--- src/rtl/ondra_audio_mixer.sv ---
// N-channel gain-weighted audio mixer: snapshots all channels on sample_ce, accumulates one
// channel per clock, then scales and saturates the sum into an unsigned output sample.
module ondra_audio_mixer #(
    parameter int unsigned NUM_CH = 4,
    parameter int unsigned IN_W   = 14,
    parameter int unsigned GAIN_W = 4,
    parameter int unsigned SHIFT  = 2,
    parameter int unsigned OUT_W  = 16
) (
    input  logic                     clk_sys,
    input  logic                     reset,
    input  logic                     sample_ce,
    input  logic [NUM_CH*IN_W-1:0]   ch_data,
    input  logic [NUM_CH*GAIN_W-1:0] ch_gain,
    input  logic [NUM_CH-1:0]        ch_en,
    output logic [OUT_W-1:0]         audio_out,
    output logic                     audio_valid,
    output logic                     busy,
    output logic                     overrun,
    output logic                     clip
);

    localparam int unsigned PROD_W = IN_W + GAIN_W;
    localparam int unsigned ACC_W  = PROD_W + $clog2(NUM_CH) + 1;
    localparam int unsigned IDX_W  = (NUM_CH > 1) ? $clog2(NUM_CH) : 1;
    localparam int unsigned CMP_W  = ((ACC_W > OUT_W) ? ACC_W : OUT_W) + 1;

    localparam logic [IDX_W-1:0] LastIdx = IDX_W'(NUM_CH - 1);
    localparam logic [CMP_W-1:0] SatMax  = {{(CMP_W - OUT_W){1'b0}}, {OUT_W{1'b1}}};

    typedef enum logic [1:0] {StIdle, StAcc, StOut} state_e;

    state_e                  state_q, state_d;
    logic [ACC_W-1:0]        acc_q, acc_d;
    logic [IDX_W-1:0]        idx_q, idx_d;
    logic [IN_W-1:0]         snap_data_q [NUM_CH];
    logic [GAIN_W-1:0]       snap_gain_q [NUM_CH];
    logic [NUM_CH-1:0]       snap_en_q;
    logic [OUT_W-1:0]        out_q, out_d;
    logic                    clip_q, clip_d;
    logic                    valid_q, valid_d;
    logic                    overrun_q, overrun_d;
    logic                    load;

    logic [IN_W-1:0]         cur_data;
    logic [GAIN_W-1:0]       cur_gain;
    logic                    cur_en;
    logic [PROD_W-1:0]       prod;
    logic [CMP_W-1:0]        scaled;

    // Explicit compare-select avoids indexing the snapshot with a possibly oversized index.
    always_comb begin
        cur_data = '0;
        cur_gain = '0;
        cur_en   = 1'b0;
        for (int k = 0; k < NUM_CH; k++) begin
            if (idx_q == IDX_W'(k)) begin
                cur_data = snap_data_q[k];
                cur_gain = snap_gain_q[k];
                cur_en   = snap_en_q[k];
            end
        end
        prod   = cur_en ? (PROD_W'(cur_data) * PROD_W'(cur_gain)) : '0;
        scaled = CMP_W'(acc_q) >> SHIFT;
    end

    always_comb begin
        state_d   = state_q;
        acc_d     = acc_q;
        idx_d     = idx_q;
        out_d     = out_q;
        clip_d    = clip_q;
        valid_d   = 1'b0;
        load      = 1'b0;
        overrun_d = sample_ce && (state_q != StIdle);
        unique case (state_q)
            StIdle: begin
                if (sample_ce) begin
                    load    = 1'b1;
                    acc_d   = '0;
                    idx_d   = '0;
                    state_d = StAcc;
                end
            end
            StAcc: begin
                acc_d = acc_q + ACC_W'(prod);
                idx_d = idx_q + IDX_W'(1);
                if (idx_q == LastIdx) begin
                    state_d = StOut;
                end
            end
            StOut: begin
                if (scaled > SatMax) begin
                    out_d  = '1;
                    clip_d = 1'b1;
                end else begin
                    out_d  = scaled[OUT_W-1:0];
                    clip_d = 1'b0;
                end
                valid_d = 1'b1;
                state_d = StIdle;
            end
            default: state_d = StIdle;
        endcase
    end

    always_ff @(posedge clk_sys or posedge reset) begin
        if (reset) begin
            state_q   <= StIdle;
            acc_q     <= '0;
            idx_q     <= '0;
            out_q     <= '0;
            clip_q    <= 1'b0;
            valid_q   <= 1'b0;
            overrun_q <= 1'b0;
            snap_en_q <= '0;
            for (int k = 0; k < NUM_CH; k++) begin
                snap_data_q[k] <= '0;
                snap_gain_q[k] <= '0;
            end
        end else begin
            state_q   <= state_d;
            acc_q     <= acc_d;
            idx_q     <= idx_d;
            out_q     <= out_d;
            clip_q    <= clip_d;
            valid_q   <= valid_d;
            overrun_q <= overrun_d;
            if (load) begin
                snap_en_q <= ch_en;
                for (int k = 0; k < NUM_CH; k++) begin
                    snap_data_q[k] <= ch_data[k*IN_W +: IN_W];
                    snap_gain_q[k] <= ch_gain[k*GAIN_W +: GAIN_W];
                end
            end
        end
    end

    assign audio_out   = out_q;
    assign audio_valid = valid_q;
    assign busy        = (state_q != StIdle);
    assign overrun     = overrun_q;
    assign clip        = clip_q;

endmodule

--- config.mk ---
export PLATFORM = sky130hd
export DESIGN_NAME = ondra_audio_mixer
export DESIGN_NICKNAME = d
export VERILOG_FILES = /design/src/rtl/ondra_audio_mixer.sv
export SDC_FILE = /design/constraint.sdc
export NUM_CORES = 1
export LEC_CHECK = 0
export BUFFER_PORTS_ARGS = -buffer_cell sky130_fd_sc_hd__buf_4
export CAP_MARGIN = 20
export CORE_MARGIN = 2
export CORE_UTILIZATION = 50
export DETAILED_ROUTE_END_ITERATION = 10
export PLACE_DENSITY = 0.7
export SETUP_SLACK_MARGIN = 0.05
export SYNTH_ARGS = -nofsm -noshare
export SYNTH_HDL_FRONTEND = slang
export SYNTH_SLANG_ARGS = --single-unit
export TNS_END_PERCENT = 20
--- constraint.sdc ---
create_clock -name clk_sys -period 8.4 [get_ports clk_sys]
set_input_delay 0.42 -clock clk_sys [delete_from_list [all_inputs] [get_ports clk_sys]]
set_output_delay 0.42 -clock clk_sys [all_outputs]
set_load 0.02 [all_outputs]
==> qor.yml, run 1 <==
status: "completed"
reg2reg_slack_ns: 1.64
final_common_cell: "nand2_1"
n_antenna_cell: 0
synth_area_per_cell_um2: 8.001
crit_path_start_kind: "register"
totalWireLength_mm: 17.81
maxSlewViolCount: 0
vdd_drop_max_v: 0.0001679
synth_fp_nets: 1131
post-route-drc-count: 0
synthDominantCellAreaShare_pct: 38.18
core_um2: 15310
synthTopCellsByArea: "dfrtp_1 (38%), nand2_1 (14%), ha_1 (7.0%)"
ys_types: 61
cts_root_buf: "clkbuf_16"
p_switching_mw: 1.632
cts_made_buffers: 17
ant_nets: 0
p_seq_share_pct: 26.3
final_nets: 1212
power_density_nw_per_um2: 395.2
ys_ff_latch: 120
clock-sinks: 120
clock_skew_ns: 0.01167
worstSkewPairLatency_ns: 0.42
p_sw_share_pct: 43.72
maxCapViolCount: 0
max_slew.worst_pin.slew_ns: 0.9882
die_w_um: 129.4
htree_levels: 4
p_comb_share_pct: 52.0
syn-cell-area_um2: 7865
place_ws_ns: 1.718
slew_headroom_pct: 34.12
cts_hold_buf: 0
place_congestion: 0.8760
num_vias: 6612
antenna_found_initial: 0
p_clk_share_pct: 21.7
r2r_start: "idx_q[1]"
die_area_um2: 16750
cts_tree: "yes"
fmax_ghz: 0.1479
avgViaCountPerCell: 5.134
place_area_um2: 8755
wire_per_inst_um: 13.83
synth-edff-count: 0
cp.arrival_ns: 7.09
synthCells: 983
grt_max_degree: 95
tns_ns: 0
leakagePower_nw: 4.820
setup_viol: 0
p_int_mw: 2.101
critPathRequiredTime_ns: 8.73
yosysTopAreaCell: "dfrtp_1"
ys.flop_type: "dfrtp_1"
grt-ovfl-total: 0
regToRegEndpoint: "acc_q[17]"
drive_gt1_share_pct: 16.53
rows: 45
initial_core_util_pct: 51.36
drt_pass1_iterations: 5
die_h_um: 129.4
clk_pin_slew_ns: 0.05
synth_warnings: 0
grt_pass1_vias: 6368
cts_setup_buffers: 0
path_class: "register to register"
hpwl_mm: 12.64
track_usage_pct: 22.72
io_pins: 99
final.fill_count: 1410
final.min_clock_period_ns: 6.763
hp-class: "input pin to async pin"
finalPower_mw: 3.733
clk_path_buf_depth: 2
grt_pass1_wl_mm: 30.39
synth-seq-area-share_pct: 38.18
hold_viol_final: 0
areaGrowthSynthToFinish_pct: 20.08
crit_path_end_kind: "register"
rsz0062_at_grt: "no"
crit_path_max_fanout: 20
cts_resized: 0
fin_ws_ns: 1.637
fin_area_um2: 9444
async_flop_share_pct: 100.0
place.port_buffers: 98
fin_crit_sh_pct: 80.51
drtIter0Drc: 479
worstRegToRegCells: 26
layout.cells.most_common_list: "nand2_1 (301), dfrtp_1 (120), buf_4 (112)"
[flip-flops by register name, indices dropped and copies added, names as in the netlist]
| signal | cells |
|---|---|
| overrun | 1 |
| state_q | 2 |
| acc_q | 21 |
| snap_gain_q | 16 |
| clip | 1 |
| idx_q | 2 |
| audio_valid | 1 |
| snap_en_q | 4 |
| audio_out | 16 |
| snap_data_q | 56 |
[logic make-up (layout without fill, tap and decap cells)]
| group | after synthesis | count (layout) | synth area share [%] |
|---|---|---|---|
| AO/OA/AOI/OAI | 165 | 165 | 13.25 |
| XOR/XNOR | 20 | 20 | 2.227 |
| adder cells (fa/ha/maj) | 69 | 69 | 13.36 |
| buffers and inverters | 105 | 199 | 5.266 |
| flip-flops | 120 | 120 | 38.18 |
| multiplexers | 6 | 6 | 0.7954 |
| AND/OR/NAND/NOR | 498 | 498 | 26.92 |
[layout make-up]
class                      instances  area (µm²)  area share (%)
clock buffer                      18       439.2           4.650
clock inverter                    14       220.2           2.332
inverter                          54       205.2           2.173
multi-input combinational        758        4457           47.19
sequential                       120        3003           31.80
tap                              211       264.0           2.795
timing repair buffer             113       855.8           9.062
[metrics by stage]
step | util [%] | cells | hold WS, ns
global placement | 57.17 | 1253 | 0.4581
CTS | 61.47 | 1285 | 0.05062
global route | 61.67 | 1288 | 0.08217
floorplan | - | 983 | 0.4379
detailed placement | 57.17 | 1253 | 0.4612
finish | 61.67 | 1288 | 0.03931
[synth_stat cells, types with 2 or more instances]
library cell and instances:
a21o_1 8, o31a_1 3, nor2b_1 9, fa_1 25, and2_1 3, nand2b_1 5, a32o_1 2, a21o_2 2
nand4_1 3, o41ai_1 2, a21oi_1 73, nand2_1 302, a31oi_1 3, nor2_1 88, nor3_1 8, clkbuf_1 42
buf_1 5, xor2_1 11, or2_2 17, o21bai_1 2, o31ai_1 4, a211oi_1 7, dfrtp_1 120, xnor2_1 9
nand3b_1 18, o22ai_1 2, and3_1 3, mux2_2 2, o21ai_0 28, inv_1 53, ha_1 44, o211ai_1 5
mux2i_1 4, a41oi_1 3, nand3_1 35, o21a_1 7, buf_2 2
[power by group through the flow]
| stage | sequential (mW) | clock, mW | combinational [mW] |
|---|---|---|---|
| after detailed placement | 0.985 | 0 | 1.92 |
| after floorplan | 0.994 | 0 | 1.43 |
| after CTS | 0.980 | 0.821 | 1.94 |
| after global routing | 1.01 | 0.847 | 2.22 |
| after global placement | 0.980 | 0 | 1.89 |
| final | 0.982 | 0.810 | 1.94 |
[worst max-delay path: stages (launching register included)]
cell      delay [ns]
dfrtp_1         0.40
inv_1           0.11
ha_1            0.51
buf_4           0.32
nand2_1         0.08
a21oi_1         0.15
a21oi_1         0.07
nor2_1          0.12
a21oi_1         0.05
buf_4           0.21
or2_2           0.32
fa_1            0.49
fa_1            0.55
inv_1           0.07
ha_1            0.29
a21oi_1         0.22
o22ai_1         0.14
o41ai_2         0.37
a21oi_1         0.19
a31oi_1         0.23
mux2_2          0.35
ha_1            0.36
and3_1          0.24
and4_1          0.22
a21boi_0        0.14
o31a_1          0.28
o31ai_1         0.21
[worst max path at each step]
| stage | start | to | depth (start not counted) |
|---|---|---|---|
| final | idx_q[1] | acc_q[17] | 26 |
| after floorplan | idx_q[0] | acc_q[17] | 27 |
| after global routing | idx_q[1] | acc_q[20] | 23 |
| after global placement | idx_q[1] | acc_q[17] | 26 |
| after CTS | idx_q[1] | acc_q[17] | 26 |
| after detailed placement | idx_q[1] | acc_q[17] | 26 |
[metal layers]
metal / vias to the layer above / global-route usage, % / wire length [µm]
met5: - / 0 / 0
met4: 0 / 7.843 / 316
met3: 21 / 4.624 / 662
met2: 151 / 36.41 / 8297
met1: 3053 / 30.94 / 8531
li1: 3387 / - / -
Power figures use the tool's default switching activity.
==> run 2, diff against run 1 <==
==> constraint.sdc (replaced) <==
create_clock -name clk_sys -period 6.6 [get_ports clk_sys]
set_input_delay 0.33 -clock clk_sys [delete_from_list [all_inputs] [get_ports clk_sys]]
set_output_delay 0.33 -clock clk_sys [all_outputs]
set_load 0.02 [all_outputs]
==> qor.yml, run 2 (synthesis results as in run 1) <==
final.fill_count: 1415  # +0.35%
hp-class: "input pin to register"
layout.cells.most_common_list: "nand2_1 (301), dfrtp_1 (119), buf_4 (118)"
rsz0062_at_grt: "no"
place.port_buffers: 98  # unchanged
top_register: "snap_data_q"
antenna_found_initial: 0  # unchanged
hold_viol_final: 0  # unchanged
areaGrowthSynthToFinish_pct: 21.52
fmax_ghz: 0.1619  # +9.5%
slew_headroom_pct: 34.36  # +0.24 points
critPathRequiredTime_ns: 6.92  # -1.81 ns
ant_nets: 0  # unchanged
wire_per_inst_um: 14.32  # +3.6%
clk_path_buf_depth: 2  # unchanged
maxCapViolCount: 0  # unchanged
grt_pass1_wl_mm: 30.86  # +1.6%
place_area_um2: 8820  # +0.74%
grt-ovfl-total: 0  # unchanged
grtUsageMet2_pct: 38.98  # +2.6 points
cp.arrival_ns: 6.50  # -0.59 ns
drt_pass1_iterations: 5  # unchanged
leakagePower_nw: 4.839  # +0.40%
die_area_um2: 16750  # unchanged
grt_pass1_vias: 6497  # +2.0%
die_h_um: 129.4  # unchanged
crit_path_end_kind: "register"
maxSlewViolCount: 0  # unchanged
num_vias: 6754  # +2.1%
io_pins: 99  # unchanged
clk_pin_slew_ns: 0.07  # +0.02 ns
cts_tree: "yes"
hpwl_mm: 13.36  # +5.7%
clock-sinks: 120  # unchanged
gr-usage-met3_pct: 4.294  # -0.33 points
final_common_cell: "nand2_1"
cts_made_buffers: 17  # unchanged
avgViaCountPerCell: 5.207  # +1.4%
initial_core_util_pct: 51.36  # unchanged
vdd_drop_max_v: 0.0002174  # +30%
drtIter0Drc: 394  # -18%
n_antenna_cell: 0  # unchanged
grt_max_degree: 95  # unchanged
power_density_nw_per_um2: 498.0  # +26%
status: "completed"
crit_path_max_fanout: 15  # -25%
worstSkewPairLatency_ns: 0.42  # about the same
gr-max-usage-layer: "met2"
fin_area_um2: 9558  # +1.2%
setup_viol: 0  # unchanged
path_class: "register to register"
final.min_clock_period_ns: 6.175  # -0.5882 ns
top_regs: "snap_data_q: 56 flops, acc_q: 21 flops"
tns_ns: 0  # unchanged
post-route-drc-count: 0  # unchanged
max_slew.worst_pin.slew_ns: 0.9846  # -0.003600 ns
final_nets: 1221  # +0.74%
htree_levels: 4  # unchanged
fin_crit_sh_pct: 93.56  # +13 points
met1_usage_pct: 30.63  # -0.31 points
track_usage_pct: 23.27  # +0.55 points
drive_gt1_share_pct: 18.69  # +2.2 points
largest_reg_flops: 56  # unchanged
clock_skew_ns: 0.008724  # -0.002947 ns
core_um2: 15310  # unchanged
cts_root_buf: "clkbuf_16"
crit_path_start_kind: "register"
place_congestion: 0.9117  # +4.1%
die_w_um: 129.4  # unchanged
totalWireLength_mm: 18.58  # +4.3%
rows: 45  # unchanged
-- run 2: changes by cell type in the layout (fill, tap and decap cells not counted), sizes merged --
cell	before	now
buf	113	121
bufinv	5	1
clkbuf	18	17
clkinv	7	4
clkinvlp	1	2
dlygate4sd3	0	1
inv	55	62
-- run 2: routing by layer --
layer / up-vias / wire length (µm)
li1: 3415 / -
met1: 3148 / 8619
met2: 170 / 8860
met3: 21 / 739
met4: 0 / 359
met5: - / 0
-- run 2: per-stage QoR --
step,hold slack (ns),std cells,total power [mW],util [%],setup slack (ns)
2_1_floorplan,0.4354,983,3.083,-,0.6100
3_3_place_gp,0.4041,1260,3.696,57.59,0.2400
3_5_place_dp,0.4002,1260,3.748,57.59,0.1724
4_1_cts,0.08198,1293,4.696,61.44,0.1284
5_1_grt,0.09050,1297,5.202,62.41,0.06426
6_report,0.09487,1297,4.759,62.41,0.4250
-- run 2: final cells by class --
class                           instances  area, µm²  area share, %
Clock buffer                           17      425.4          4.451
Clock inverter                         15      153.9          1.610
Inverter                               54      205.2          2.147
Multi-Input combinational cell        758       4547          47.57
Sequential cell                       120       3004          31.43
Tap cell                              211      264.0          2.762
Timing Repair Buffer                  122      958.4          10.03
-- run 2: report_power, final --
group	internal, mW	switching (mW)	leakage [nW]	total, mW
sequential	1.06	0.211	1.51	1.27
clock	0.532	0.381	0.281	0.914
combinational	0.996	1.58	3.04	2.58
total	2.58	2.17	4.84	4.76
-- run 2: path summary, 6_finish.rpt --
kind,from,end,slack [ns],cells after the start
max,idx_q[1],acc_q[17],0.42,24
min,ch_en[3],snap_en_q[3],0.09,3
max reg2reg,idx_q[1],acc_q[17],0.42,24
min reg2reg,snap_en_q[0],snap_en_q[0],0.47,2
max in group asynchronous,reset,snap_data_q[16],5.14,5
min in group asynchronous,reset,overrun,0.49,3
-- run 2: what timing repair did --
item / in CTS / in global routing
hold buffers: 1 / 0
gates resized for setup: 0 / 20
endpoints found under the setup margin: 0 / 9
endpoints found under the hold margin: 39 / 0
setup buffers: 0 / 1
-- run 2: worst max-delay path, stage by stage (launching register included) --
cell	delay, ns
dfrtp_1	0.40
inv_1	0.14
ha_4	0.23
nand3b_1	0.16
a21oi_1	0.24
a21oi_1	0.08
nor2_1	0.15
a21oi_2	0.09
or2_2	0.35
fa_1	0.48
fa_1	0.54
inv_1	0.06
ha_1	0.31
a21oi_2	0.17
o22ai_1	0.12
o41ai_2	0.39
a21oi_2	0.13
a31oi_1	0.23
mux2_2	0.36
ha_1	0.36
and3_1	0.24
and4_1	0.22
a21boi_0	0.14
o31a_1	0.27
o31ai_1	0.22
